<file path="src/rtl/lzc_arbiter.sv">
// lzc_arbiter: round-robin scheduler sharing one leading-zero-count engine.
// Optional LZC_ARB_STATS_EN adds frame and timeout counters.
module lzc_arbiter #(
   parameter int WIDTH   = 8,
   parameter int WORD    = 4,
   parameter int NREQ    = 4,
   parameter int TIMEOUT = 64,
   localparam int ZW  = $clog2(WIDTH*WORD) + 1,
   localparam int IDW = ($clog2(NREQ) > 1) ? $clog2(NREQ) : 1
) (
   input  logic              clk,
   input  logic              rst_n,
   input  logic [NREQ-1:0]   req_valid,
   input  logic [NREQ*WIDTH-1:0] req_data,
   input  logic [NREQ-1:0]   req_mode,
   output logic [NREQ-1:0]   req_ready,
   output logic [WIDTH-1:0]  lzc_data,
   output logic              lzc_ivalid,
   output logic              lzc_mode,
   input  logic [ZW-1:0]     lzc_zeros,
   input  logic              lzc_ovalid,
   output logic              res_valid,
   input  logic              res_ready,
   output logic [ZW-1:0]     res_zeros,
   output logic [IDW-1:0]    res_id,
   output logic              res_err,
   output logic              busy
`ifdef LZC_ARB_STATS_EN
   ,
   output logic [15:0]       stat_frames,
   output logic [15:0]       stat_timeouts
`endif
);

   localparam int BW = (WORD > 1) ? $clog2(WORD) : 1;
   localparam int TW = $clog2(TIMEOUT);

   typedef enum logic [1:0] {
      S_IDLE,
      S_FEED,
      S_WAIT,
      S_RESP
   } state_t;

   state_t           r_state;
   state_t           w_next;
   logic [IDW-1:0]   r_grant;
   logic [IDW-1:0]   r_last;
   logic             r_mode;
   logic [BW-1:0]    r_beat;
   logic [TW-1:0]    r_tmo;
   logic [WIDTH-1:0] r_data;
   logic             r_ivalid;
   logic [ZW-1:0]    r_zeros;
   logic             r_err;

   logic             w_found;
   logic [IDW-1:0]   w_pick;
   logic             w_accept;
   logic             w_last_beat;
   logic             w_tmo_hit;
   logic [WIDTH-1:0] w_beat;

   // first requesting index above the last served one, wrapping
   always_comb begin
      w_found = 1'b0;
      w_pick  = '0;
      for (int k = 1; k <= NREQ; k++) begin
         if (!w_found &&
             req_valid[IDW'((int'(r_last) + k) % NREQ)]) begin
            w_found = 1'b1;
            w_pick  = IDW'((int'(r_last) + k) % NREQ);
         end
      end
   end

   assign w_accept    = (r_state == S_FEED) && req_valid[r_grant];
   assign w_last_beat = w_accept && (r_beat == BW'(WORD - 1));
   assign w_tmo_hit   = (r_tmo == TW'(TIMEOUT - 1));
   assign w_beat      = req_data[int'(r_grant)*WIDTH +: WIDTH];

   // only the granted requester sees ready, and only while feeding
   always_comb begin
      req_ready = '0;
      if (r_state == S_FEED) req_ready[r_grant] = 1'b1;
   end

   // state register
   always_ff @(posedge clk or negedge rst_n) begin
      if (!rst_n) r_state <= S_IDLE;
      else        r_state <= w_next;
   end

   // next-state decode; ovalid wins over an expiring timeout
   always_comb begin
      w_next = r_state;
      unique case (r_state)
         S_IDLE: if (w_found) w_next = S_FEED;
         S_FEED: if (w_last_beat) w_next = S_WAIT;
         S_WAIT: if (lzc_ovalid || w_tmo_hit) w_next = S_RESP;
         S_RESP: if (res_ready) w_next = S_IDLE;
         default: w_next = S_IDLE;
      endcase
   end

   // grant, beat streaming, wait timer and result capture
   always_ff @(posedge clk or negedge rst_n) begin
      if (!rst_n) begin
         r_grant  <= '0;
         r_last   <= IDW'(NREQ - 1);
         r_mode   <= 1'b0;
         r_beat   <= '0;
         r_tmo    <= '0;
         r_data   <= '0;
         r_ivalid <= 1'b0;
         r_zeros  <= '0;
         r_err    <= 1'b0;
      end else begin
         r_ivalid <= 1'b0;
         r_tmo    <= (r_state == S_WAIT) ? r_tmo + TW'(1) : '0;
         unique case (r_state)
            S_IDLE: begin
               if (w_found) begin
                  r_grant <= w_pick;
                  r_mode  <= req_mode[w_pick];
               end
            end
            S_FEED: begin
               if (w_accept) begin
                  r_data   <= w_beat;
                  r_ivalid <= 1'b1;
                  r_beat   <= w_last_beat ? '0 : r_beat + BW'(1);
               end
            end
            S_WAIT: begin
               if (lzc_ovalid) begin
                  r_zeros <= lzc_zeros;
                  r_err   <= 1'b0;
               end else if (w_tmo_hit) begin
                  r_zeros <= '0;
                  r_err   <= 1'b1;
               end
            end
            S_RESP: begin
               if (res_ready) r_last <= r_grant;
            end
            default: ;
         endcase
      end
   end

   assign lzc_data   = r_data;
   assign lzc_ivalid = r_ivalid;
   assign lzc_mode   = r_mode;
   assign res_valid  = (r_state == S_RESP);
   assign res_id     = res_valid ? r_grant : '0;
   assign res_zeros  = r_zeros;
   assign res_err    = r_err;
   assign busy       = (r_state != S_IDLE);

`ifdef LZC_ARB_STATS_EN
   logic [15:0] r_frames;
   logic [15:0] r_timeouts;

   // saturating counters of completed result handshakes
   always_ff @(posedge clk or negedge rst_n) begin
      if (!rst_n) begin
         r_frames   <= '0;
         r_timeouts <= '0;
      end else if (res_valid && res_ready) begin
         if (r_frames != 16'hFFFF) r_frames <= r_frames + 16'd1;
         if (r_err && r_timeouts != 16'hFFFF)
            r_timeouts <= r_timeouts + 16'd1;
      end
   end

   assign stat_frames   = r_frames;
   assign stat_timeouts = r_timeouts;
`endif

endmodule

</file>
<file path="config.mk">
export PLATFORM = sky130hd
export DESIGN_NAME = lzc_arbiter
export DESIGN_NICKNAME = d
export VERILOG_FILES = /design/src/rtl/lzc_arbiter.sv
export SDC_FILE = /design/constraint.sdc
export NUM_CORES = 1
export LEC_CHECK = 0
export BUFFER_PORTS_ARGS = -buffer_cell sky130_fd_sc_hd__buf_2
export CORE_ASPECT_RATIO = 0.9
export CORE_MARGIN = 8
export CORE_UTILIZATION = 40
export CTS_BUF_LIST = sky130_fd_sc_hd__clkbuf_4 sky130_fd_sc_hd__clkbuf_8 sky130_fd_sc_hd__clkbuf_16
export CTS_CLUSTER_DIAMETER = 120
export DETAILED_ROUTE_END_ITERATION = 16
export GPL_TIMING_DRIVEN = 0
export PLACE_DENSITY = 0.79
export SYNTH_ARGS = -nofsm -noshare
export SYNTH_HDL_FRONTEND = slang
export SYNTH_SLANG_ARGS = --single-unit
</file>
<file path="constraint.sdc">
create_clock -name clk -period 5.11 [get_ports clk]
set_clock_uncertainty 0.1 [all_clocks]
set_input_delay 1.022 -clock clk [delete_from_list [all_inputs] [get_ports clk]]
set_output_delay 1.022 -clock clk [all_outputs]
set_load 0.05 [all_outputs]
</file>
# --- Yosys cells after proc, flatten, opt, wreduce, memory -nomap -nowiden ---
# Cells that the tools add are included.
classes:
  addsub: 6
  order_cmp: 7
  eq_ne: 9
  n_shift: 1
  muxes: 41
  n_reduce_logical: 18
ops:
  columns: ["cell", "count"]
  rows:
  - ["32-bit by 6-bit variable part select with 8-bit output", 1]
  - ["2-bit 2-to-1 mux", 10]
  - ["1-bit 2-to-1 mux", 19]
  - ["6-bit 2-to-1 mux", 3]
  - ["2-bit by 4-bit less-than comparator with 1-bit output, second input constant", 4]
  - ["1-bit binary-select mux with 2-bit select", 6]
  - ["2-bit case mux with 4 select lines", 1]
  - ["2-bit AND reduction", 4]
  - ["2-bit by 1-bit adder with 2-bit output, second input constant", 3]
  - ["6-bit by 1-bit adder with 6-bit output, second input constant", 1]
  - ["2-bit equality test, second input constant", 3]
  - ["6-bit equality test, second input constant", 1]
  - ["1-bit logical AND", 6]
  - ["2-bit by 3-bit less-than comparator with 1-bit output, second input constant", 2]
  - ["2-bit != test, second input constant", 3]
  - ["2-bit adder, second input constant", 2]
  - ["4-bit 2-to-1 mux", 1]
  - ["4-bit AND reduction", 1]
  - ["2-bit nonzero test", 2]
  - ["1-bit logical NOT", 3]
  - ["1-bit demux with 2-bit select", 1]
  - ["2-bit by 1-bit equality test with 1-bit output, second input constant", 1]
  - ["2-bit by 1-bit >= comparator with 1-bit output, second input constant", 1]
  - ["2-bit logical NOT", 1]
  - ["other kinds (2)", 2]
totals:
  register_bits: 31
  inputBits: 50
  elab_cells: 92

# --- Depth between registers and ports, before layout ---
# Gate-level depths: netlist (run 1).
logic_depth:
  depth_word: 16
  mapped_depth: 7
  ltp_nobuf: 6

# --- Worst setup path before layout (run 1) ---
# OpenSTA, ideal clock, no wires.
synth_timing:
  kind: "register -> output"
  start: "register r_grant[0]"
  end: "output req_ready[0]"
  t_arrival_ns: 1.906
  required_time_ns: 3.988
  slack_ns: 2.082
  stages_incl_launch_ff: 4
  path_cell_list: "dfrtp_1 buf_6 clkbuf_1 nor3b_1"
synth_via:
  elab_chain_len: 5
synth_rtl:
  columns: ["element", "line", "text"]
  rows:
  - ["start: declaration", "47", "logic [IDW-1:0] r_grant;"]
  - ["start signal: assignment", "124", "r_grant <= w_pick;"]
  - ["2-bit by 3-bit less-than comparator with 1-bit output (implied by the code) / 2-bit by 1-bit >= comparator with 1-bit output (equally long branches)", "85", "if (r_state == S_FEED) req_ready[r_grant] = 1'b1;"]
  - ["1-bit logical AND (implied by the code)", "85", null]
  - ["1-bit 2-to-1 mux (implied by the code)", "85", null]
  - ["1-bit demux with 2-bit select (*)", "85", null]
  - ["4-bit 2-to-1 mux (*)", "85", null]
  - ["end: declaration", "16", "output logic [NREQ-1:0] req_ready,"]
# Mark *: on every way between the ends. The rest lies on a longest branch, timed or not.

# --- Worst setup path in the final report (run 1) ---
layout_timing:
  start: "register r_grant[1]"
  end: "output req_ready[2]"
# The elaborated chain is that of the path after synthesis.

==> results.cfg, run 1 <==
[clock_tree]
postCtsSetupBuffers = 0
tritoncts = yes
cts_buffers = 5
htree_num_levels = 2
cts.sinks = 31
postCtsHoldBufs = 0
cts_resized = 0
clkLatencyLatePin_ps = 280
root_buffer = clkbuf_8
clock_path_buffers = 2
path_clk_slew_ps = 70

[run]
cap_violations = 0

[final_layout]
diodes = 0
stdcell_area_um2 = 2270
syn_to_final_growth_pct = 31.8
final_layout_size_suffix_gt1_share_pct = 48.5
fin_nets = 282
multi_input_area_um2 = 880
n_fill_cell = 363
regArea_um2 = 778

[synthesis]
synth_seq_area_share_pct = 45.1
ys_ff_latch = 31
synth_nets = 201
syn_area_per_cell_um2 = 11.9
yosys.cell_types.count = 35
synth-edff-count = 0
async_flop_share_pct = 100
syn_inst = 145
netlist_area_um2 = 1720
synth_warnings = 0
synthFlopType = dfrtp_1

[power]
power.total_uw = 1540
power_per_cell_area_nw_per_um2 = 677
p_leak_uw = 0.00116
ir_worst_vdd_mv = 0.215

[route]
drcViolationCount = 0
ant_nets = 0
wl_per_cell_um = 16.1
vias = 1425
vias_per_cell = 5.18
drt-total-wl_mm = 4.42
drt_iter0_markers = 38
dr.pass1.iters = 4

[setup_path]
worstPathArrival_ps = 1710
cp_slowest_cell = buf_1
required_ps = 3990
critPathCaptureType = output pin
slowest_delay_ps = 430
crit_chain = buf_2 -> buf_1 -> and3b_1 -> buf_2
crit_path_start_kind = flip-flop
critPathKind = reg2out
crit_top_cell = buf_2
crit_fanout = 10

[global_route]
grt_max_degree = 32
grt_pass1_wl_mm = 7.24
grt_use_total_pct = 13.8
antenna_found_initial = 0
grt_pass1_vias = 1473
grt_overflow_total = 0

[floorplan]
start_util_pct = 42.0
num_rows = 22
boundaryPins = 75
fp.dieW_um = 85.2
dieHeight_um = 78.3
core_um2 = 4100
die_area_um2 = 6670

[sta]
worst_slew_pin_slew_ps = 696
slew_headroom_pct = 53.6
drv_slew = 0
min_period_over_period_pct = 55.5
finalHoldViolCount = 0
max_freq_mhz = 353
rsz0062_at_grt = false
setup_viol = 0
layout_min_cycle_time_ps = 2840
tns_ps = 0
fin_hold_ws_ps = 361

[outcome]
status = completed

[place]
port_buffers = 74
gp_congestion = 0.829
dpl_cell_area_um2 = 2150
dp_hpwl_mm = 3.45

[worst_hold_path]
worst_hold_path_type = reg2reg
-- flip-flops by register name (all words and copies together) (netlist names) --
| register | cells |
|---|---|
| res_err | 1 |
| r_grant | 2 |
| lzc_ivalid | 1 |
| lzc_mode | 1 |
| r_beat | 2 |
| lzc_data | 8 |
| r_state | 2 |
| r_last | 2 |
| res_zeros | 6 |
| r_tmo | 6 |
-- final timing paths --
path	cells after the start	to	slack (ps)	startpoint
setup / recovery	4	req_ready[2]	2270	r_grant[1]$_DFFE_PN0P_
hold / removal	1	r_tmo[0]$_DFF_PN0_	360	r_tmo[0]$_DFF_PN0_
setup reg to reg	6	lzc_mode$_DFFE_PN0P_	3070	r_last[1]$_DFFE_PN1P_
hold reg to reg	1	r_tmo[0]$_DFF_PN0_	360	r_tmo[0]$_DFF_PN0_
max in group asynchronous	1	lzc_data[0]$_DFFE_PN0P_	3780	rst_n
min in group asynchronous	1	res_err$_DFFE_PN0P_	680	rst_n
-- layer usage --
layer | track usage (%) | share of wire (%) | up-vias
met4 | 6.93 | 1.9 | 0
met3 | 5.93 | 9.1 | 8
met5 | 0 | 0 | -
met1 | 16.2 | 43 | 682
li1 | - | - | 681
met2 | 21.2 | 46 | 54
-- cell usage in the layout (no fill, tap or decap), types with 2 or more instances in the layout --
cell type	n
a211oi_1	3
a21o_1	2
a21oi_1	5
a22o_1	6
and2_1	7
and3_1	2
buf_2	76
buf_6	2
clkbuf_1	2
clkbuf_8	6
dfrtp_1	29
dfstp_2	2
ha_1	6
inv_1	6
mux2_2	11
mux2i_1	3
mux4_2	9
nand2_1	12
nand2b_1	5
nand3_1	2
nor2_1	6
nor2b_1	5
o21ai_0	3
xnor2_1	2
xor2_1	2
-- worst max-delay path, delay by kind of cell, from the launching register on --
kind	cells	cell delay (ps)
DFF	1	310
and+or+nand+nor	1	230
buffers and inverters	3	880
-- cells by family after synthesis --
kind of cell	Yosys count	share of synthesized area, %
AO/OA/AOI/OAI	23	9.80
XOR/XNOR	4	2.03
adder cells (fa/ha/maj)	6	4.35
buffers and inverters	13	3.85
flip-flops	31	45.1
multiplexers	23	20.7
AND/OR/NAND/NOR	45	14.2
-- cells in the mapped netlist, types with 2 or more instances --
cell      instances  share of area, %
dfrtp_1          29                42
nand2_1          12               2.6
mux2_2           11               7.2
mux4_2            9                12
and2_1            7               2.5
a22o_1            6               3.0
ha_1              6               4.4
inv_1             6               1.3
nor2_1            6               1.3
a21oi_1           5               1.5
nand2b_1          5               1.8
nor2b_1           5               1.8
a211oi_1          3               1.3
mux2i_1           3               1.7
o21ai_0           3              0.87
a21o_1            2              0.87
and3_1            2              0.73
buf_2             2              0.58
buf_6             2               1.3
clkbuf_1          2              0.44
dfstp_2           2               3.0
nand3_1           2              0.58
xnor2_1           2               1.0
xor2_1            2               1.0
-- per-stage QoR --
step	util (%)	setup WS, ps	cells
3_5_place_dp	52.5	2550	267
3_3_place_gp	52.5	2570	267
2_1_floorplan	-	2080	145
6_report	55.4	2270	275
5_1_grt	55.4	2150	275
4_1_cts	55.4	2250	275
-- area by class of cell --
| class | instances | share of cell area (%) |
|---|---|---|
| Multi-Input combinational cell | 101 | 38.7 |
| Sequential cell | 31 | 34.3 |
| Timing Repair Buffer | 74 | 16.3 |
| Clock buffer | 6 | 3.63 |
| Tap cell | 48 | 2.64 |
| Buffer | 7 | 1.93 |
| Clock inverter | 2 | 1.54 |
| Inverter | 6 | 0.991 |
-- power by group --
group | internal, µW | leakage [µW] | switching, µW
Clock | 158 | 0.0000612 | 91.4
Sequential | 356 | 0.000381 | 54.0
Combinational | 311 | 0.000718 | 568
Total | 826 | 0.00116 | 713
Note: power is estimated with default switching activity, not from simulation.
==> inputs of run 2 (changes only) <==
Settings changed: PLACE_DENSITY 0.79 to 0.82.
Clock period 5.11 ns to 2.3 ns, I/O delays scaled along.
==> run 2 against run 1 <==
  * Power increased by 120%
  * Count of clock-buffer cells in the layout unchanged
  * Sequential cell count unchanged
  * Largest power group unchanged
==> results.cfg, run 2 (synthesized netlist as in run 1, its figures left out) <==
[sta]
setup_viol = 0
tns_ps = 0
slew_headroom_pct = 55.7
layout_min_cycle_time_ps = 2060
drv_slew = 0
rsz0062_at_grt = false
min_period_over_period_pct = 89.5
max_freq_mhz = 486
finalHoldViolCount = 0
worst_slew_pin_slew_ps = 665

[floorplan]
fp.dieW_um = 85.2
dieHeight_um = 78.3
die_area_um2 = 6670
start_util_pct = 42.0
num_rows = 22
boundaryPins = 75
core_um2 = 4100

[clock_tree]
cts_resized = 0
path_clk_slew_ps = 70
cts_buffers = 5
clock_path_buffers = 2
cts.sinks = 31
postCtsSetupBuffers = 0
root_buffer = clkbuf_8
htree_num_levels = 2
clkLatencyLatePin_ps = 290
tritoncts = yes
postCtsHoldBufs = 0

[power]
ir_worst_vdd_mv = 0.530
p_seq_share_pct = 26.9
comb_power_share_pct = 56.9
p_clk_share_pct = 16.2
power.total_uw = 3420
power_per_cell_area_nw_per_um2 = 1510
p_sw_share_pct = 46.4
p_leak_uw = 0.00116
p_sw_uw = 1580
p_int_uw = 1830

[route]
drt_iter0_markers = 54
ant_nets = 0
dr.pass1.iters = 4
vias = 1396
vias_per_cell = 5.11
drcViolationCount = 0
wl_per_cell_um = 15.0
drt-total-wl_mm = 4.08

[outcome]
status = completed

[place]
port_buffers = 74
dp_hpwl_mm = 3.27
gp_congestion = 0.772

[worst_hold_path]
worst_hold_path_type = in2async

[setup_path]
required_ps = 1740
crit_chain = inv_1 -> ha_1 -> nor3b_2 -> buf_2
crit_path_start_kind = flip-flop
rr_startpoint = r_grant[0]$_DFFE_PN0P_
cp_slowest_cell = dfrtp_1
worstPathArrival_ps = 1500
reg2reg_depth = 5
reg2reg_slack_ps = 320
endpoint = req_ready[0]
rr_endpoint = lzc_data[4]$_DFFE_PN0P_
crit_fanout = 6
cp-startpoint = r_state[1]$_DFFE_PN0P_
critPathCaptureType = output pin
slowest_delay_ps = 410
critPathKind = reg2out

[global_route]
antenna_found_initial = 0
grt_max_degree = 32
grt_use_total_pct = 12.9
grt_overflow_total = 0
grt_pass1_vias = 1471
grt_pass1_wl_mm = 6.73

[final_layout]
diodes = 0
syn_to_final_growth_pct = 31.6
final_common_cell = buf_2
largest_reg_flops = 8
fin_nets = 280
final_layout_size_suffix_gt1_share_pct = 49.3
n_fill_cell = 360
mostFrequentLayoutCells = buf_2, dfrtp_1, nand2_1

[run]
cap_violations = 0
-- run 2: worst max-delay path: cells and delay by family (launching register included) --
family	cells	cell delay, ps
buf+inv	2	370
fa+ha+maj	1	250
flops	1	410
simple gates	1	180
-- run 2: worst min path at each step --
stage / end / slack, ps / startpoint
2_1_floorplan: lzc_data[0]$_DFFE_PN0P_ / 60 / rst_n
3_3_place_gp: r_tmo[0]$_DFF_PN0_ / 350 / r_tmo[0]$_DFF_PN0_
4_1_cts: res_zeros[3]$_DFFE_PN0P_ / 120 / rst_n
3_5_place_dp: r_tmo[0]$_DFF_PN0_ / 380 / r_tmo[0]$_DFF_PN0_
6_report: r_tmo[4]$_DFF_PN0_ / 100 / rst_n
5_1_grt: res_zeros[3]$_DFFE_PN0P_ / 170 / rst_n
-- run 2: power by group through the flow --
stage	clock [µW]	sequential [µW]	combinational, µW
after global placement	0	914	1940
after detailed placement	0	929	1980
after global routing	594	951	2100
after CTS	571	920	1970
final	553	919	1940
after floorplan	0	1430	1030
-- run 2: per-layer routing --
layer,GRT usage [%],share of wire (%),routed length [µm]
met5,0,0,0
met2,20.5,47,1920
met3,4.58,8.0,328
met1,14.3,43,1740
met4,8.53,2.2,91
-- run 2: final cells by class --
cell class	count	area, µm²	share of cell area (%)
repair buffers	74	370	16.3
clock inverters	2	35.0	1.54
inverters	6	22.5	0.992
flip-flops and latches	31	778	34.3
multi-input cells	101	885	39.0
well taps	48	60.1	2.65
clock buffers	6	82.6	3.64
plain buffers	5	36.3	1.60
-- run 2: through the flow --
| stage | hold WS (ps) | std cells | instance area [µm²] | util [%] | worst slack [ps] |
|---|---|---|---|---|---|
| final | 104 | 273 | 2270 | 55.3 | 240 |
| after global routing | 170 | 273 | 2270 | 55.3 | 134 |
| after CTS | 120 | 273 | 2270 | 55.3 | 210 |
| after detailed placement | 377 | 267 | 2160 | 52.7 | 260 |
| after global placement | 351 | 267 | 2160 | 52.7 | 295 |
| after floorplan | 64.4 | 145 | 1730 | - | 207 |
==> inputs of run 3 (changes only) <==
Settings changed: CAP_MARGIN set to 20, REMOVE_ABC_BUFFERS set to 1.
==> run 3 against run 2 <==
  * First-iteration DRC count decreased by 33%
  * Critical path depth unchanged
  * Routed wire length decreased by 2.0%
  * Power decreased by 2.3%
  * Count of clock-buffer cells in the layout unchanged
  * Core utilization decreased by 0.92 points
  * Via count decreased by 1.4%
  * Highest routed layer unchanged
  * Cell area decreased by 1.7%
  * Global-route usage about the same
  * Combinational power decreased by 9%
  * Sequential share of layout area increased by 0.63 points
  * Worst setup slack got worse by 68 ps
==> results.cfg, run 3 (synthesized netlist as in run 1, its figures left out) <==
[outcome]
status = completed

[route]
drt_iter0_markers = 36
vias_per_cell = 5.13
wl_per_cell_um = 14.9
drt-total-wl_mm = 4.00
dr.pass1.iters = 4
ant_nets = 0
vias = 1376
drcViolationCount = 0

[global_route]
grt_pass1_wl_mm = 6.89
antenna_found_initial = 0
grt_max_degree = 32
grt_use_total_pct = 12.9
grt_pass1_vias = 1506
grt_overflow_total = 0

[place]
dp.cells = 260
gp_congestion = 0.808
dp_hpwl_mm = 3.11
port_buffers = 74
place_ws_ps = -157

[floorplan]
fp.dieW_um = 85.2
core_um2 = 4100
start_util_pct = 42.0
die_area_um2 = 6670
dieHeight_um = 78.3
num_rows = 22
boundaryPins = 75

[final_layout]
final_common_cell = buf_2
final_util_pct = 54.4
final_cell_count_no_fill = 268
syn_to_final_growth_pct = 29.5
final_layout_size_suffix_gt1_share_pct = 49.1
largest_reg_flops = 8
n_fill_cell = 367
fin_nets = 275
diodes = 0
mostFrequentLayoutCells = buf_2, dfrtp_1, nand2_1, mux2_2, mux4_2

[setup_path]
crit_fanout = 6
crit_path_start_kind = flip-flop
rr_endpoint = lzc_data[2]$_DFFE_PN0P_
critPathKind = reg2out
cp_slowest_cell = dfrtp_1
slowest_delay_ps = 410
reg2reg_slack_ps = 270
reg2reg_depth = 3
critPathCaptureType = output pin
rr_startpoint = r_grant[0]$_DFFE_PN0P_
worstPathArrival_ps = 1570
crit_chain = inv_1 -> ha_1 -> nor3b_1 -> buf_2
required_ps = 1740

[sta]
final.setup.worst_slack_ps = 173
rsz0062_at_grt = false
tns_ps = 0
drv_slew = 0
layout_min_cycle_time_ps = 2130
setup_viol = 0
slew_headroom_pct = 54.4
min_period_over_period_pct = 92.5
finalHoldViolCount = 0
max_freq_mhz = 470
worst_slew_pin_slew_ps = 684

[clock_tree]
path_clk_slew_ps = 70
postCtsSetupBuffers = 0
clkLatencyLatePin_ps = 280
tritoncts = yes
cts.sinks = 31
root_buffer = clkbuf_8
htree_num_levels = 2
cts_buffers = 5
clock_path_buffers = 2

[power]
power_per_cell_area_nw_per_um2 = 1500
ir_worst_vdd_mv = 0.570
power.total_uw = 3340
p_leak_uw = 0.00113

[worst_hold_path]
worst_hold_path_type = in2async

[run]
cap_violations = 0
## run 3: changes by cell type in the layout (fill, tap and decap cells not counted), sizes merged
cell	previous run	this run
buf	78	74
clkbuf	7	6
## run 3: through the flow
stage,hold slack (ps),area [µm²]
after CTS,135,2230
final,121,2230
after global placement,352,2110
after detailed placement,358,2110
after global routing,175,2230
after floorplan,64.4,1680
## run 3: power breakdown
group	switching, µW	total, µW	internal, µW
clock	197	547	350
combinational	1130	1770	647
sequential	223	1020	794
## run 3: cell type report
class                      instances  area [µm²]  share of cell area (%)
multi-input combinational        101         882                    39.5
sequential                        31         779                    34.9
timing repair buffer              74         370                    16.6
clock buffer                       6        82.6                    3.70
tap                               48        60.1                    2.69
clock inverter                     2        35.0                    1.57
inverter                           6        22.5                    1.01
## run 3: how the worst max path moves through the flow
stage	start	endpoint	slack, ps	cells past startpoint
2_1_floorplan	r_state[1]$_DFFE_PN0P_	req_ready[0]	-100	3
3_3_place_gp	r_grant[0]$_DFFE_PN0P_	lzc_data[4]$_DFFE_PN0P_	-160	3
3_5_place_dp	r_grant[0]$_DFFE_PN0P_	lzc_data[2]$_DFFE_PN0P_	-160	3
4_1_cts	r_grant[0]$_DFFE_PN0P_	lzc_data[2]$_DFFE_PN0P_	80	3
5_1_grt	r_state[1]$_DFFE_PN0P_	req_ready[0]	30	4
6_report	r_state[1]$_DFFE_PN0P_	req_ready[0]	170	4
## run 3: critical path, delay by kind of cell (launching register included)
| kind | cells | cell delay [ps] |
|---|---|---|
| adder cells (fa/ha/maj) | 1 | 290 |
| buffers and inverters | 2 | 380 |
| flip-flops | 1 | 410 |
| AND/OR/NAND/NOR | 1 | 200 |
## run 3: metal layers
metal / up-vias / share of wire (%) / track usage, %
li1: 668 / - / -
met5: - / 0 / 0
met3: 2 / 9.9 / 6.24
met4: 0 / 0.85 / 4.26
met1: 656 / 41 / 14.4
met2: 50 / 49 / 21.1
## run 3: timing repair
action | CTS | global route
gates resized for setup | 1 | 1
hold buffers | 0 | 0
setup endpoints to repair | 10 | 8
